File: src/rtl/vrf_pkg.sv
// Shared constants, state type and address helper for the vector register file sequencer.
// The RAM holds 32 VRs x 8 elements, addressed as {vr, elem}.
package vrf_pkg;

    localparam int NUM_VR = 32;
    localparam int ELEMS  = 8;
    localparam int VR_W   = 5;
    localparam int EL_W   = 3;
    localparam int AW     = 8;
    localparam int DW     = 32;

    typedef enum logic {
        IDLE = 1'b0,
        RUN  = 1'b1
    } vrf_seq_state_t;

    function automatic logic [AW-1:0] vrf_addr(input logic [VR_W-1:0] vr,
                                               input logic [EL_W-1:0] elem);
        return {vr, elem};
    endfunction

endpackage

File: src/rtl/vrf_seq.sv
// Element-wise vector command sequencer: reads vs1/vs2 element pairs from the
// dual-read RAM, streams them to the lane and writes lane results back to vd.
module vrf_seq #(
    parameter int DW    = 32,
    parameter int AW    = 8,
    parameter int ELEMS = 8
) (
    input  logic                         clk,
    input  logic                         rst,
    input  logic                         cmd_valid,
    output logic                         cmd_ready,
    input  logic [4:0]                   cmd_vs1,
    input  logic [4:0]                   cmd_vs2,
    input  logic [4:0]                   cmd_vd,
    input  logic [3:0]                   cmd_vl,
    output logic                         ram_re,
    output logic [AW-1:0]                ram_raddr1,
    output logic [AW-1:0]                ram_raddr2,
    input  logic [DW-1:0]                ram_rdataA,
    input  logic [DW-1:0]                ram_rdataB,
    output logic                         ram_we,
    output logic [AW-1:0]                ram_waddr,
    output logic [DW-1:0]                ram_wdata,
    output logic                         op_valid,
    input  logic                         op_ready,
    output logic [DW-1:0]                op_a,
    output logic [DW-1:0]                op_b,
    output logic [2:0]                   op_idx,
    output logic                         op_last,
    input  logic                         res_valid,
    output logic                         res_ready,
    input  logic [DW-1:0]                res_data,
    output logic                         done,
    output vrf_pkg::vrf_seq_state_t      dbg_state
);
    import vrf_pkg::*;

    // Handshakes: a transfer happens on a rising edge where valid && ready;
    // the sender holds its payload stable while valid is high and ready is low.

    vrf_seq_state_t state, state_nxt;

    logic [VR_W-1:0] vs1_q, vs2_q, vd_q;
    logic [3:0]      vl_q;
    logic [3:0]      rd_cnt, wr_cnt;
    logic [3:0]      vl_clamped;
    logic            accept;
    logic            last_write;

    assign vl_clamped = (cmd_vl > 4'(ELEMS)) ? 4'(ELEMS) : cmd_vl;
    assign cmd_ready  = (state == IDLE);
    assign accept     = cmd_valid && cmd_ready;

    // A read may only issue when the operand slot is free or being drained,
    // so the RAM output register doubles as the operand holding register.
    assign ram_re     = (state == RUN) && (rd_cnt < vl_q) && (!op_valid || op_ready);
    assign ram_raddr1 = vrf_addr(vs1_q, rd_cnt[EL_W-1:0]);
    assign ram_raddr2 = vrf_addr(vs2_q, rd_cnt[EL_W-1:0]);
    assign op_a       = ram_rdataA;
    assign op_b       = ram_rdataB;

    assign res_ready  = (state == RUN) && (wr_cnt < vl_q);
    assign ram_we     = res_valid && res_ready;
    assign ram_waddr  = vrf_addr(vd_q, wr_cnt[EL_W-1:0]);
    assign ram_wdata  = res_data;
    assign last_write = ram_we && (wr_cnt == vl_q - 4'd1);

    assign dbg_state  = state;

    always_ff @(posedge clk or posedge rst) begin
        if (rst) begin
            state <= IDLE;
        end else begin
            state <= state_nxt;
        end
    end

    always_comb begin
        state_nxt = state;
        case (state)
            IDLE:    if (accept && (vl_clamped != 4'd0)) state_nxt = RUN;
            RUN:     if (last_write) state_nxt = IDLE;
            default: state_nxt = IDLE;
        endcase
    end

    always_ff @(posedge clk or posedge rst) begin
        if (rst) begin
            vs1_q    <= '0;
            vs2_q    <= '0;
            vd_q     <= '0;
            vl_q     <= '0;
            rd_cnt   <= '0;
            wr_cnt   <= '0;
            op_valid <= 1'b0;
            op_idx   <= '0;
            op_last  <= 1'b0;
            done     <= 1'b0;
        end else begin
            done <= (accept && (vl_clamped == 4'd0)) || last_write;

            if (accept) begin
                vs1_q  <= cmd_vs1;
                vs2_q  <= cmd_vs2;
                vd_q   <= cmd_vd;
                vl_q   <= vl_clamped;
                rd_cnt <= '0;
                wr_cnt <= '0;
            end else begin
                if (ram_re) rd_cnt <= rd_cnt + 4'd1;
                if (ram_we) wr_cnt <= wr_cnt + 4'd1;
            end

            if (ram_re) begin
                op_valid <= 1'b1;
                op_idx   <= rd_cnt[EL_W-1:0];
                op_last  <= (rd_cnt == vl_q - 4'd1);
            end else if (op_valid && op_ready) begin
                op_valid <= 1'b0;
                op_last  <= 1'b0;
            end
        end
    end

endmodule

File: config.mk
export PLATFORM = sky130hd
export DESIGN_NAME = vrf_seq
export DESIGN_NICKNAME = d
export VERILOG_FILES = /design/src/rtl/vrf_pkg.sv /design/src/rtl/vrf_seq.sv
export SDC_FILE = /design/constraint.sdc
export NUM_CORES = 1
export LEC_CHECK = 0
export ABC_CLOCK_PERIOD_IN_PS = 2900
export BUFFER_PORTS_ARGS = -buffer_cell sky130_fd_sc_hd__buf_4
export CAP_MARGIN = 40
export CORE_AREA = 2 2 96 98
export DETAILED_ROUTE_END_ITERATION = 12
export DIE_AREA = 0 0 98 100
export GPL_TIMING_DRIVEN = 0
export PLACE_DENSITY = 0.69
export SYNTH_ARGS = -nofsm -noshare
export SYNTH_HDL_FRONTEND = slang
export SYNTH_SLANG_ARGS = --single-unit
File: constraint.sdc
create_clock -name clk -period 2.9 [get_ports clk]
set_clock_uncertainty 0.15 [all_clocks]
set_input_delay 0.29 -clock clk [delete_from_list [all_inputs] [get_ports clk]]
set_output_delay 0.29 -clock clk [all_outputs]
set_load 0.02 [all_outputs]
# Word-level counts from Yosys, hierarchy flattened
# Index checks and enable logic that the tools add are counted.
# op_classes
magnitude_cmp	3
muxes	11
addsub	3
eq_ne	2
bitwise_logic	1
n_reduce_logical	17
# ops
operator	n
4-bit 2-to-1 mux	5
1-bit logical AND	9
4-bit by 1-bit adder with 4-bit output (second input constant)	2
4-bit equality test	2
4-bit less-than comparator	2
2-bit nonzero test	3
1-bit 2-to-1 mux	5
4-bit greater-than comparator (second input constant)	1
4-bit logical NOT	1
4-bit nonzero test	1
4-bit by 1-bit subtractor with 4-bit output (second input constant)	1
1-bit logical OR	2
1-bit case mux with 2 select lines	1
1-bit logical NOT	1
1-bit inverter	1
# word_totals
inputBits	120
word_cells	48
register_bits	34

# Logic depth before layout (Yosys ltp)
# depth
depth_word	6
ltp_mapped	6
depth_no_buf	6

# Worst setup path before layout
# No wires, ideal clock.
# synth_path
kind	flip-flop to flip-flop
start	register rd_cnt[1]
end	register op_idx[0]
required_ns	2.625
setup_time_ns	0.125
stages_incl_launch_ff	6
path_buffers	0
slack_ns	0.772
arrival_ns	1.853
path_cell_list	dfrtp_1 -> ha_1 -> nor2b_1 -> o31a_1 -> nor2_2 -> mux2_2
# synth_between
elab_chain_cells	3
# synth_lines
item	line_no	source
from (decl)	vrf_seq.sv:45	logic [3:0] rd_cnt, wr_cnt;
from (signal assigned)	vrf_seq.sv:110	if (ram_re) rd_cnt <= rd_cnt + 4'd1;
4-bit less-than comparator	vrf_seq.sv:56	assign ram_re = (state == RUN) && (rd_cnt < vl_q) && (!op_valid || op_ready);
1-bit logical AND (2 in series)	vrf_seq.sv:56	
net ram_re	vrf_seq.sv:16	output logic ram_re,
to (signal assigned)	vrf_seq.sv:116	op_idx <= rd_cnt[EL_W-1:0];
to (decl)	vrf_seq.sv:28	output logic [2:0] op_idx,
# The timed path passes the listed nets, and every way through them passes these cells.
# A chain may end at the register's enable or synchronous reset.

# Worst setup path after layout
# layout_path
start	register rd_cnt[1]
end	output port ram_re
# layout_between
elab_chain_cells	3
# layout_lines
item	line_no
4-bit less-than comparator	vrf_seq.sv:56
1-bit logical AND (2 in series)	vrf_seq.sv:56
to (decl)	vrf_seq.sv:16
# No other way between the ends.

==> results.py <==
metrics = {
    "grt": {
        "grt_pass1_vias": 2125,
        "overflow": 0,
        "antenna_found_initial": 0,
        "grt_usage": 0.123,
        "grt_pass1_wl_mm": 9.78,
        "grt_max_degree": 19,
    },
    "finish": {
        "area_growth_pct": 57.2,
        "multi_input_area_um2": 816,
        "fin_cells": 556,
        "antenna_cells": 0,
        "finalNetCount": 575,
        "fillers": 878,
        "drive_above_1_share": 0.616,
        "seq_area_um2": 851,
    },
    "synth": {
        "synthXorXnorAreaFrac": 0.0315,
        "synth_top_family_by_area": "buffers and inverters",
        "synth-simple-area-share": 0.154,
        "syn_area_um2": 2500,
        "seq_area_frac_synth": 0.340,
        "syn_nets": 413,
        "synth_adder_area_share": 0.0550,
        "synthCells": 282,
        "synthMuxAreaShare": 0.0335,
        "synth_compound_area_frac": 0.0525,
        "avgSynthCellArea_um2": 8.87,
        "synth_cell_types": 31,
        "synth-seq-cells": 34,
        "yosysWarnings": 0,
    },
    "detailed_routing": {
        "firstDrtPassIters": 4,
        "drtIter0Drc": 62,
        "wl_per_cell_um": 11.9,
        "vias_per_cell": 4.10,
        "ant_nets": 0,
        "via_count": 2280,
        "drt_wl_total_mm": 6.62,
        "post-route-drc-count": 0,
    },
    "timing": {
        "setup_viol": 0,
        "max_slew_margin": 0.503,
        "rsz0062_at_grt": "false",
        "tightest_slew_ns": 0.745,
        "finalMaxSlewViolations": 0,
        "period_needed_ns": 2.46,
        "hold_ws_ns": -0.0143,
        "fmax_mhz": 407,
        "hold_viol": 16,
        "tns_ns": 0,
        "finalCritPeriodShare": 0.848,
        "setup_ws_ns": 0.440,
    },
    "critical_path": {
        "crit_required_ns": 2.46,
        "crit_family": "flip-flops",
        "arrival_ns": 2.02,
        "crit_path_end_kind": "output pin",
        "slowest_delay_ns": 0.49,
        "cp_num_buf_inv": 1,
        "critPathMaxFanout": 8,
        "crit_path_cell_trace": "ha_1, nor2b_1, o31a_1, nor2_2, buf_4",
        "critPathSlowestCell": "dfrtp_1",
        "crit_type": "flip-flop to output pin",
        "timing.reg2reg.worst_path_depth": 5,
        "start_kind": "flip-flop",
        "crit_cells": 5,
    },
    "place": {
        "dp.cells": 548,
        "dpl.hpwl_mm": 5.66,
        "port-buffer-count": 154,
        "place_congestion": 0.798,
        "pre_cts_slack_ns": 0.739,
    },
    "cts": {
        "htree_levels": 2,
        "numCtsBuffers": 5,
        "clk_pin_slew_ns": 0.07,
        "cts_buffer_depth": 2,
        "cts.sinks": 34,
        "cts_tree": "yes",
        "clock_latency_ns": 0.28,
        "cts_hold_buf": 0,
        "post_cts_buffers": 0,
        "ctsResizeCount": 0,
        "clockRootBuffer": "clkbuf_8",
    },
    "floorplanning": {
        "io_pins": 251,
        "die_h_um": 100,
        "fp.dieArea_um2": 9800,
        "dieWidth_um": 98,
        "core_um2": 8890,
        "start_util": 0.281,
        "placementRows": 35,
    },
    "pwr": {
        "power_mw": 3.25,
        "power_density_nw_per_um2": 826,
        "vdd_ir_drop_max_mv": 0.226,
        "leakage_nw": 2.16,
    },
    "status": {
        "violations": "negative hold slack",
        "outcome": "complete, but fails checks",
    },
    "hold_path": {
        "min_path_type": "input port to async pin",
    },
    "run": {
        "drv_cap": 0,
    },
}
## layout by cell type, fill, tap and decap left out, types with 4 or more instances in the layout
cell | netlist | final
clkbuf_8 | 0 | 5
dfrtp_1 | 34 | 34
nand3_1 | 8 | 8
ha_1 | 11 | 11
a21oi_1 | 4 | 4
o21ai_0 | 8 | 8
mux2i_1 | 5 | 5
nand3b_1 | 5 | 5
xnor2_1 | 6 | 6
inv_1 | 7 | 7
buf_4 | 105 | 259
nand2_1 | 53 | 53
## stage by stage
stage	cell area [µm²]	utilization
after floorplan	2500	-
after global placement	3800	0.427
after detailed placement	3820	0.430
after CTS	3930	0.442
after global routing	3930	0.442
final	3930	0.442
## layout make-up
cell class | instances | area share
well taps | 111 | 0.0353
clock inverters | 3 | 0.0102
flip-flops and latches | 34 | 0.216
clock buffers | 5 | 0.0175
repair buffers | 155 | 0.301
multi-input cells | 131 | 0.207
plain buffers | 109 | 0.205
inverters | 8 | 0.00764
## power by group
part	switching, mW	leakage, nW	internal (mW)	total [mW]
Clock	0.179	0.0579	0.253	0.432
Combinational	0.990	1.69	0.946	1.94
Sequential	0.199	0.421	0.681	0.881
## layer usage
layer | vias up | track usage | wire, µm
li1 | 1131 | - | -
met1 | 1021 | 0.139 | 2380
met2 | 122 | 0.228 | 3560
met3 | 6 | 0.0327 | 598
met4 | 0 | 0.0363 | 72
met5 | - | 0 | 0
## sequential cells by signal, summed over array words and instances, names as in the netlist
signal,flops
done,1
op_last,1
vd_q,5
op_valid,1
rd_cnt,4
vs1_q,5
vs2_q,5
vl_q,4
wr_cnt,4
dbg_state,1
op_idx,3
## worst paths after layout
| check | startpoint | endpoint | slack [ns] |
|---|---|---|---|
| worst max-delay path | rd_cnt[1] | ram_re | 0.44 |
| worst min-delay path | rst | vs1_q[4] | -0.01 |
| worst max register to register | rd_cnt[1] | op_idx[1] | 0.74 |
| worst min register to register | vs1_q[2] | vs1_q[2] | 0.32 |
| max in group asynchronous | rst | wr_cnt[2] | 2.07 |
| min in group clk | cmd_vs2[1] | vs2_q[1] | 0.04 |
## cells in the mapped netlist, drive strengths merged
| cell type | number | area share |
|---|---|---|
| buf | 107 | 0.32 |
| nand2 | 53 | 0.080 |
| dfrtp | 34 | 0.34 |
| ha | 11 | 0.055 |
| nand3 | 8 | 0.016 |
| o21ai | 8 | 0.016 |
| inv | 7 | 0.011 |
| xnor2 | 6 | 0.021 |
| mux2i | 5 | 0.020 |
| nand3b | 5 | 0.015 |
| a21oi | 4 | 0.0080 |
| nor3 | 4 | 0.013 |
| mux2 | 3 | 0.014 |
| nor2b | 3 | 0.0075 |
| o31ai | 3 | 0.0090 |
| xor2 | 3 | 0.011 |
| clkbuf | 2 | 0.0030 |
| nand2b | 2 | 0.0050 |
| nor2 | 2 | 0.0040 |
| nor3b | 2 | 0.0060 |
| nor4 | 2 | 0.0050 |
| o21a | 2 | 0.0060 |
| o31a | 2 | 0.0070 |
| a22o | 1 | 0.0035 |
| a22oi | 1 | 0.0030 |
| clkinv | 1 | 0.0015 |
| or4 | 1 | 0.0030 |
## kinds of logic after synthesis
logic type      count (synthesis)
buf+inv                       117
simple gates                   82
flops                          34
compound gates                 21
fa+ha+maj                      11
xor+xnor                        9
mux                             8
Power figures use the tool's default switching activity.
